==> src/rtl/framed_shiftregister_pkg.sv <==
// Shared types and constants for the framed shift register: FSM states and bit-order modes.
package framed_shiftregister_pkg;

  typedef enum logic [1:0] {
    IDLE  = 2'd0,
    SHIFT = 2'd1,
    DONE  = 2'd2
  } state_t;

  localparam logic MSB_FIRST = 1'b0;
  localparam logic LSB_FIRST = 1'b1;

endpackage

==> src/rtl/frame_bit_counter.sv <==
// Per-word shift counter: counts enabled shifts up to WIDTH, never wraps, flags terminal count.
module frame_bit_counter #(
  parameter int WIDTH = 8,
  parameter int CW    = $clog2(WIDTH + 1)
) (
  input  logic          clk,
  input  logic          reset,
  input  logic          clear,
  input  logic          enable,
  output logic [CW-1:0] count,
  output logic          terminal
);

  localparam logic [CW-1:0] TC = CW'(WIDTH);

  assign terminal = (count == TC);

  // Saturating at WIDTH keeps the count meaningful even if enable is held past the end of a word.
  always_ff @(posedge clk or posedge reset) begin
    if (reset)
      count <= '0;
    else if (clear)
      count <= '0;
    else if (enable && !terminal)
      count <= count + CW'(1);
  end

endmodule

==> src/rtl/framed_shiftregister.sv <==
// Framed parallel-load / serial-shift register with selectable bit order, word counter and done pulse.
module framed_shiftregister
  import framed_shiftregister_pkg::*;
#(
  parameter int WIDTH = 8,
  parameter int CW    = $clog2(WIDTH + 1)
) (
  input  logic             clk,
  input  logic             reset,
  input  logic             peripheralClkEdge,
  input  logic             parallelLoad,
  input  logic [WIDTH-1:0] parallelDataIn,
  input  logic             serialDataIn,
  input  logic             lsbFirst,
  input  logic             holdShift,
  output logic [WIDTH-1:0] parallelDataOut,
  output logic             serialDataOut,
  output logic [CW-1:0]    bitCount,
  output logic             busy,
  output logic             wordDone
);

  localparam logic [CW-1:0] LAST = CW'(WIDTH - 1);

  logic [WIDTH-1:0] mem;
  logic             mode;
  state_t           state;
  state_t           stateNext;
  logic             shiftReq;
  logic             memShift;
  logic             cntEn;
  logic             cntClr;
  logic             cntTerminal;

  function automatic logic [WIDTH-1:0] shiftWord(input logic [WIDTH-1:0] word,
                                                 input logic sin, input logic lsb);
    if (lsb == LSB_FIRST)
      return {sin, word[WIDTH-1:1]};
    else
      return {word[WIDTH-2:0], sin};
  endfunction

  // A load always wins; a strobe in DONE is dropped so the completed word stays intact for one cycle.
  assign shiftReq = peripheralClkEdge & ~holdShift & ~parallelLoad;
  assign memShift = shiftReq & (state != DONE);
  assign cntEn    = shiftReq & (state == SHIFT);
  assign cntClr   = parallelLoad | (state == DONE);

  always_comb begin
    stateNext = state;
    if (parallelLoad)
      stateNext = SHIFT;
    else begin
      case (state)
        IDLE:    stateNext = IDLE;
        SHIFT:   if (cntEn && bitCount == LAST) stateNext = DONE;
        DONE:    stateNext = IDLE;
        default: stateNext = IDLE;
      endcase
    end
  end

  always_ff @(posedge clk or posedge reset) begin
    if (reset) begin
      state <= IDLE;
      mode  <= MSB_FIRST;
      mem   <= '0;
    end else begin
      state <= stateNext;
      if (parallelLoad) begin
        mode <= lsbFirst;
        mem  <= parallelDataIn;
      end else if (memShift) begin
        mem <= shiftWord(mem, serialDataIn, mode);
      end
    end
  end

  frame_bit_counter #(
    .WIDTH (WIDTH),
    .CW    (CW)
  ) uCounter (
    .clk      (clk),
    .reset    (reset),
    .clear    (cntClr),
    .enable   (cntEn),
    .count    (bitCount),
    .terminal (cntTerminal)
  );

  assign parallelDataOut = mem;
  assign serialDataOut   = (mode == LSB_FIRST) ? mem[0] : mem[WIDTH-1];
  assign busy            = (state == SHIFT);
  // DONE is entered only from the WIDTH-th shift, so the counter is at terminal count here.
  assign wordDone        = (state == DONE) & cntTerminal;

endmodule

==> config.mk <==
export PLATFORM = sky130hd
export DESIGN_NAME = framed_shiftregister
export DESIGN_NICKNAME = d
export VERILOG_FILES = /design/src/rtl/framed_shiftregister_pkg.sv /design/src/rtl/frame_bit_counter.sv /design/src/rtl/framed_shiftregister.sv
export SDC_FILE = /design/constraint.sdc
export NUM_CORES = 1
export LEC_CHECK = 0
export ABC_AREA = 1
export BUFFER_PORTS_ARGS = -buffer_cell sky130_fd_sc_hd__buf_2
export CORE_MARGIN = 1.5
export CORE_UTILIZATION = 54
export DETAILED_ROUTE_END_ITERATION = 10
export GPL_TIMING_DRIVEN = 0
export PLACE_DENSITY = 0.88
export SLEW_MARGIN = 20
export SYNTH_ARGS = -nofsm -noshare
export SYNTH_HDL_FRONTEND = slang
export SYNTH_HIERARCHICAL = 1
export SYNTH_SLANG_ARGS = --single-unit
==> constraint.sdc <==
create_clock -name clk -period 2.9 [get_ports clk]
set_input_delay 0.435 -clock clk [delete_from_list [all_inputs] [get_ports clk]]
set_output_delay 0.435 -clock clk [all_outputs]
set_load 0.05 [all_outputs]
==> results.json, run 1 <==
{
  "seqPwrFrac_pct": 42.9,
  "place_ws_ns": 1.17,
  "r2r_slack_ns": 1.61,
  "clk_path_buf_depth": 2,
  "multiInputGateArea_sq_um": 523,
  "grt_usage_pct": 23.3,
  "finalMaxSlewViolations": 0,
  "setup-violations-final": 0,
  "post_cts_resized": 0,
  "syn_area_sq_mm": 0.00100,
  "antenna_found_initial": 0,
  "fp-row-count": 15,
  "ir_worst_vdd_mv": 0.351,
  "fin_skew_ns": 0.00790,
  "synthArstFlopShare_pct": 100,
  "worstReg2RegEnd": "uCounter/count[3]$_DFFE_PP0P_",
  "grt_pass1_vias": 863,
  "drt_drc_violations_left": 0,
  "cp-end-kind": "output port",
  "syn_area_per_cell_sq_um": 6.93,
  "clock_sinks": 15,
  "register_area_sq_um": 375,
  "holdCritPathClass": "input port to asynchronous set/reset pin",
  "synth_cell_types": 22,
  "synth_area_leaders": "dfrtp_1 37%, nand2_1 26%, nand3_2 8.0%, inv_1 6.4%, ha_1 2.5%",
  "rsz0062_at_grt": "false",
  "cpMostUsedCell": "inv_1",
  "via_per_inst": 4.95,
  "wl_um": 2290,
  "startpoint_type": "flip-flop",
  "power_switching_share_pct": 40.9,
  "cts_tree": "built",
  "max_stage_delay_ns": 0.45,
  "vias": 1004,
  "path_cells": "inv_1, ha_1, nand3_1, inv_1, inv_1, nor2_1, buf_2",
  "nNetsFinal": 196,
  "fin_setup_tns_ns": 0,
  "maxCapViolCount": 0,
  "timing.final.crit_period_ns": 2.05,
  "final_common_cell": "nand2_1",
  "synth_edf_count": 0,
  "combPwrFrac_pct": 35.5,
  "path_class": "flip-flop to output port",
  "synth_warnings": 6,
  "areaGrowthSynthToFinish_pct": 20.2,
  "worstPathRequired_ns": 2.47,
  "hpwl_um": 1710,
  "slowest_stage": "dfrtp_1",
  "power_leakage_nw": 0.722,
  "status": "finished clean",
  "io_buffer_count": 29,
  "grt_max_degree": 12,
  "timing.final.ws_setup_ns": 0.852,
  "finalCritPeriodShare_pct": 70.6,
  "switchingPower_mw": 0.232,
  "p_int_mw": 0.334,
  "dp_cells": 199,
  "h-tree-depth": 1,
  "wl_per_cell_um": 11.3,
  "syn-num-nets": 162,
  "synth_top_area_share_pct": 37.4,
  "path_max_fanout": 6,
  "fin_cells": 203,
  "hold_buffers": 0,
  "start_util_pct": 57.6,
  "numCtsBuffers": 3,
  "die_area_sq_mm": 0.00213,
  "fill_cells": 162,
  "hold_viol": 0,
  "insertion_delay_ns": 0.29,
  "clock-root-buffer": "clkbuf_4",
  "gp_congestion": 0.833,
  "antenna_left": 0,
  "clkSlewWorstSetupHoldPaths_ns": 0.08,
  "drt_iter0_drc": 21,
  "yosysTopAreaCell": "dfrtp_1",
  "max_slew_margin_pct": 69.2,
  "cp.arrival_ns": 1.61,
  "max_freq_ghz": 0.488,
  "r2r_start": "state[1]$_DFFE_PP0P_",
  "post_cts_buffers": 0,
  "die_h_um": 46.1,
  "final_cell_mix": "69 x nand2_1, 30 x buf_2, 17 x inv_1",
  "ioPinCount": 30,
  "overflow": 0,
  "core-area_sq_mm": 0.00175,
  "reg2regPathDepth": 8,
  "synthCells": 145,
  "synthFlopType": "dfrtp_1",
  "power_density_mw_per_mm2": 469,
  "grt_pass1_wl_um": 3550,
  "max_slew.worst_pin.slew_ns": 0.462,
  "antenna_cells": 0,
  "drtPass1Iterations": 4,
  "yosysSeqAreaShare_pct": 37.4,
  "holdWs_ns": 0.0208,
  "die_width_um": 46.1,
  "synth-seq-cells": 15,
  "clockPowerShare_pct": 21.5,
  "drive_above_1_share_pct": 30.9
}
-- registers in the layout, summed over array words and instances (netlist names) --
register,flops
parallelDataOut,8
uCounter/count,4
mode,1
state,2
-- per-stage QoR --
step                      instance area [sq um]  total power [mW]  utilization [%]
final                                      1210             0.566             69.2
after global routing                       1210             0.593             69.2
after CTS                                  1210             0.565             69.2
after detailed placement                   1180             0.447             67.7
after global placement                     1180             0.441             67.7
after floorplan                            1000             0.397                -
-- power groups by stage --
stage | Combinational, mW | Sequential (mW) | Clock (mW)
6_report | 0.201 | 0.243 | 0.122
5_1_grt | 0.219 | 0.246 | 0.128
4_1_cts | 0.202 | 0.243 | 0.120
3_5_place_dp | 0.200 | 0.247 | 0
3_3_place_gp | 0.196 | 0.245 | 0
2_1_floorplan | 0.0913 | 0.305 | 0
-- kinds of logic after synthesis --
logic type / count (synthesis) / share of synthesized area (%)
buf+inv: 25 / 10.6
compound gates: 5 / 3.74
flops: 15 / 37.4
simple gates: 98 / 45.8
fa+ha+maj: 2 / 2.49
-- cells in the mapped netlist, types with 2 or more instances --
cell type,n
nand4_1,2
nand3_1,5
dfrtp_1,15
nand2_1,69
nor2_1,6
nor2_2,3
ha_1,2
inv_1,17
nand3_2,8
inv_2,5
o21ai_0,2
-- routing by layer --
metal  GRT usage (%)  part of all wire [%]
met1            31.4                    44
met2            37.8                    50
met3            1.18                   4.7
met4            11.4                   1.5
met5               0                     0
-- critical path: cells and delay by family, from the launching register on --
family	cells	cell delay, ns
buffers and inverters	4	0.49
flip-flops	1	0.45
AND/OR/NAND/NOR	2	0.23
adder cells (fa/ha/maj)	1	0.17
-- final cells by class --
class                   count  area share (%)
well taps                  25            2.59
inverters                  22            6.84
plain buffers               3            1.97
repair buffers             29            12.0
multi-input cells         105            43.3
flip-flops and latches     15            31.1
clock buffers               4            2.18
-- worst max-delay path by stage --
stage | startpoint | to | cells after the start
2_1_floorplan | parallelDataOut[7]$_DFFE_PP0P_ | serialDataOut | 2
3_3_place_gp | uCounter/count[0]$_DFFE_PP0P_ | wordDone | 7
3_5_place_dp | uCounter/count[0]$_DFFE_PP0P_ | wordDone | 7
4_1_cts | uCounter/count[0]$_DFFE_PP0P_ | wordDone | 7
5_1_grt | uCounter/count[0]$_DFFE_PP0P_ | wordDone | 7
6_report | uCounter/count[0]$_DFFE_PP0P_ | wordDone | 7
Power figures use the tool's default switching activity.
==> inputs of run 2 (changes only) <==
- ABC_AREA: 1 -> 0
- CORE_UTILIZATION: 54 -> 44
- PLACE_DENSITY: 0.88 -> 0.79
- clock period: 2.9 -> 1.8 ns (I/O delays scaled with it)
==> results.json, run 2 <==
{
  "rsz0062_at_grt": "false",
  "numCtsBuffers": 3,
  "status": "finished clean",
  "critical_path.top_delay_family": "flip-flops",
  "clock_sinks": 15,
  "vias": 758,
  "syn-num-nets": 106,
  "worstPathRequired_ns": 1.53,
  "yosys-top-cells-count": "15 x dfrtp_1, 13 x inv_1, 12 x nand2_1",
  "slowest_stage": "dfrtp_2",
  "syn_area_per_cell_sq_um": 10.2,
  "hold_viol": 0,
  "drtPass1Iterations": 5,
  "h-tree-depth": 1,
  "timing.final.crit_period_ns": 1.66,
  "cp.arrival_ns": 1.39,
  "p_int_mw": 0.531,
  "syn_area_sq_um": 903,
  "grt_pass1_vias": 703,
  "die_area_sq_mm": 0.00233,
  "synth.most_common_cell": "dfrtp_1",
  "max_stage_delay_ns": 0.44,
  "placed_cell_area_sq_mm": 0.00108,
  "synthCells": 89,
  "power_density_mw_per_mm2": 740,
  "nNetsFinal": 141,
  "antenna_left": 0,
  "fin_setup_tns_ns": 0,
  "antenna_cells": 0,
  "clockPowerShare_pct": 23.0,
  "antenna_found_initial": 0,
  "max_slew_margin_pct": 67.1,
  "seqPwrFrac_pct": 46.1,
  "multiInputGateArea_sq_um": 459,
  "gp_congestion": 0.749,
  "max_slew.worst_pin.slew_ns": 0.493,
  "fin_area_sq_mm": 0.00113,
  "fin_skew_ns": 0.00448,
  "largest_reg_flops": 8,
  "synth_top_area_share_pct": 41.6,
  "core-area_sq_mm": 0.00194,
  "synth-seq-cells": 15,
  "hpwl_um": 1420,
  "die_width_um": 48.3,
  "synth_edf_count": 0,
  "path_max_fanout": 6,
  "via_per_inst": 5.05,
  "synth_area_leaders": "dfrtp_1 42%, o221ai_2 12%, mux2i_1 10%, inv_1 5.4%, nand2_1 5.0%",
  "clock-root-buffer": "clkbuf_4",
  "grt_max_degree": 12,
  "combPwrFrac_pct": 30.9,
  "maxCapViolCount": 0,
  "path_cells": "inv_1, ha_1, nand2_1, nor2_1, and2_1, buf_6",
  "critPathBufInv": 2,
  "wl_um": 1820,
  "register_area_sq_um": 378,
  "clk_path_buf_depth": 2,
  "final_cell_mix": "29 x buf_2, 13 x inv_1, 13 x dfrtp_1",
  "areaGrowthSynthToFinish_pct": 24.8,
  "cp-end-kind": "output port",
  "ioPinCount": 30,
  "power_leakage_nw": 0.559,
  "finalMaxSlewViolations": 0,
  "switchingPower_mw": 0.304,
  "path_class": "flip-flop to output port",
  "startpoint_type": "flip-flop",
  "drt_iter0_drc": 8,
  "fill_cells": 190,
  "ir_worst_vdd_mv": 0.454,
  "yosysTopAreaCell": "dfrtp_1",
  "finalPower_mw": 0.834,
  "synthFlopType": "dfrtp_1",
  "max_freq_ghz": 0.602,
  "met3WireLength_um": 97,
  "synth_warnings": 6,
  "wl_met1_um": 784,
  "drt_drc_violations_left": 0,
  "insertion_delay_ns": 0.28,
  "route.met2.wl_um": 921,
  "yosysSeqAreaShare_pct": 41.6,
  "grt_pass1_wl_um": 3030,
  "holdCritPathClass": "input port to flip-flop",
  "synthArstFlopShare_pct": 100,
  "io_buffer_count": 29,
  "fp-row-count": 16,
  "drive_above_1_share_pct": 39.0,
  "die_h_um": 48.3,
  "highest_layer": "met4",
  "wl_per_cell_um": 12.1,
  "final_common_cell": "buf_2",
  "cts_tree": "built",
  "start_util_pct": 46.5,
  "synth_cell_types": 30,
  "clkSlewWorstSetupHoldPaths_ns": 0.09,
  "setup-violations-final": 0,
  "grt_usage_pct": 16.8,
  "overflow": 0,
  "power_switching_share_pct": 36.4,
  "finalCritPeriodShare_pct": 92.3
}
==> run 2: worst paths after layout <==
check / cells past startpoint / slack [ns] / end / from
max in group asynchronous: 3 / 0.97 / mode$_DFFE_PP0P_ / reset
min in group asynchronous: 3 / 0.41 / uCounter/count[3]$_DFFE_PP0P_ / reset
worst max register to register: 5 / 0.29 / uCounter/count[2]$_DFFE_PP0P_ / state[1]$_DFFE_PP0P_
worst min register to register: 2 / 0.60 / state[1]$_DFFE_PP0P_ / state[1]$_DFFE_PP0P_
worst max-delay path: 6 / 0.14 / wordDone / uCounter/count[0]$_DFFE_PP0P_
worst min-delay path: 3 / 0.19 / parallelDataOut[3]$_DFFE_PP0P_ / parallelDataIn[3]
==> run 2: power by group through the flow <==
stage / clock, mW / sequential (mW) / combinational, mW
global route: 0.211 / 0.389 / 0.276
global placement: 0 / 0.391 / 0.251
CTS: 0.195 / 0.385 / 0.261
finish: 0.192 / 0.385 / 0.258
detailed placement: 0 / 0.392 / 0.259
floorplan: 0 / 0.464 / 0.120
==> run 2: worst reg2reg max path, delay by kind of cell (launching register included) <==
| family | cells | cell delay (ns) |
|---|---|---|
| AO/OA/AOI/OAI | 1 | 0.12 |
| flip-flops | 1 | 0.38 |
| AND/OR/NAND/NOR | 4 | 0.94 |
==> run 2: logic make-up after synthesis <==
family	after synthesis	synth area share, %
AOI/OAI and AO/OA	12	15.7
xor gates and xnor gates	1	0.970
adders and majority gates	2	2.77
buffers and inverters	16	7.62
DFF	15	41.6
muxes	11	12.9
and+or+nand+nor	32	18.6
==> run 2: per-stage QoR <==
step | hold WS [ns] | util (%) | setup WS, ns | instances
floorplan | 0.0361 | - | 0.0452 | 89
global placement | 0.161 | 55.7 | 0.0931 | 145
detailed placement | 0.163 | 55.7 | 0.103 | 145
CTS | 0.194 | 57.6 | 0.0462 | 150
global route | 0.186 | 58.1 | 0.0183 | 150
finish | 0.193 | 58.1 | 0.138 | 150
==> run 2: metal layers <==
| layer | GRT usage, % | vias up |
|---|---|---|
| met1 | 20.0 | 358 |
| met4 | 7.14 | 0 |
| met2 | 29.6 | 24 |
| met3 | 3.09 | 4 |
| li1 | - | 372 |
| met5 | 0 | - |
==> run 2: cell type report <==
| type | count | area share, % |
|---|---|---|
| clock buffer | 4 | 2.33 |
| tap | 27 | 3.00 |
| multi-input combinational | 58 | 40.7 |
| inverter | 13 | 4.33 |
| sequential | 15 | 33.5 |
| buffer | 3 | 1.78 |
| timing repair buffer | 30 | 14.3 |
==> run 2: what timing repair did <==
| action | in CTS | in global routing |
|---|---|---|
| resized for setup | 0 | 5 |
| hold buffers | 1 | 0 |
| setup buffers | 0 | 0 |
| setup endpoints to repair | 0 | 1 |
| hold endpoints to repair | 4 | 0 |
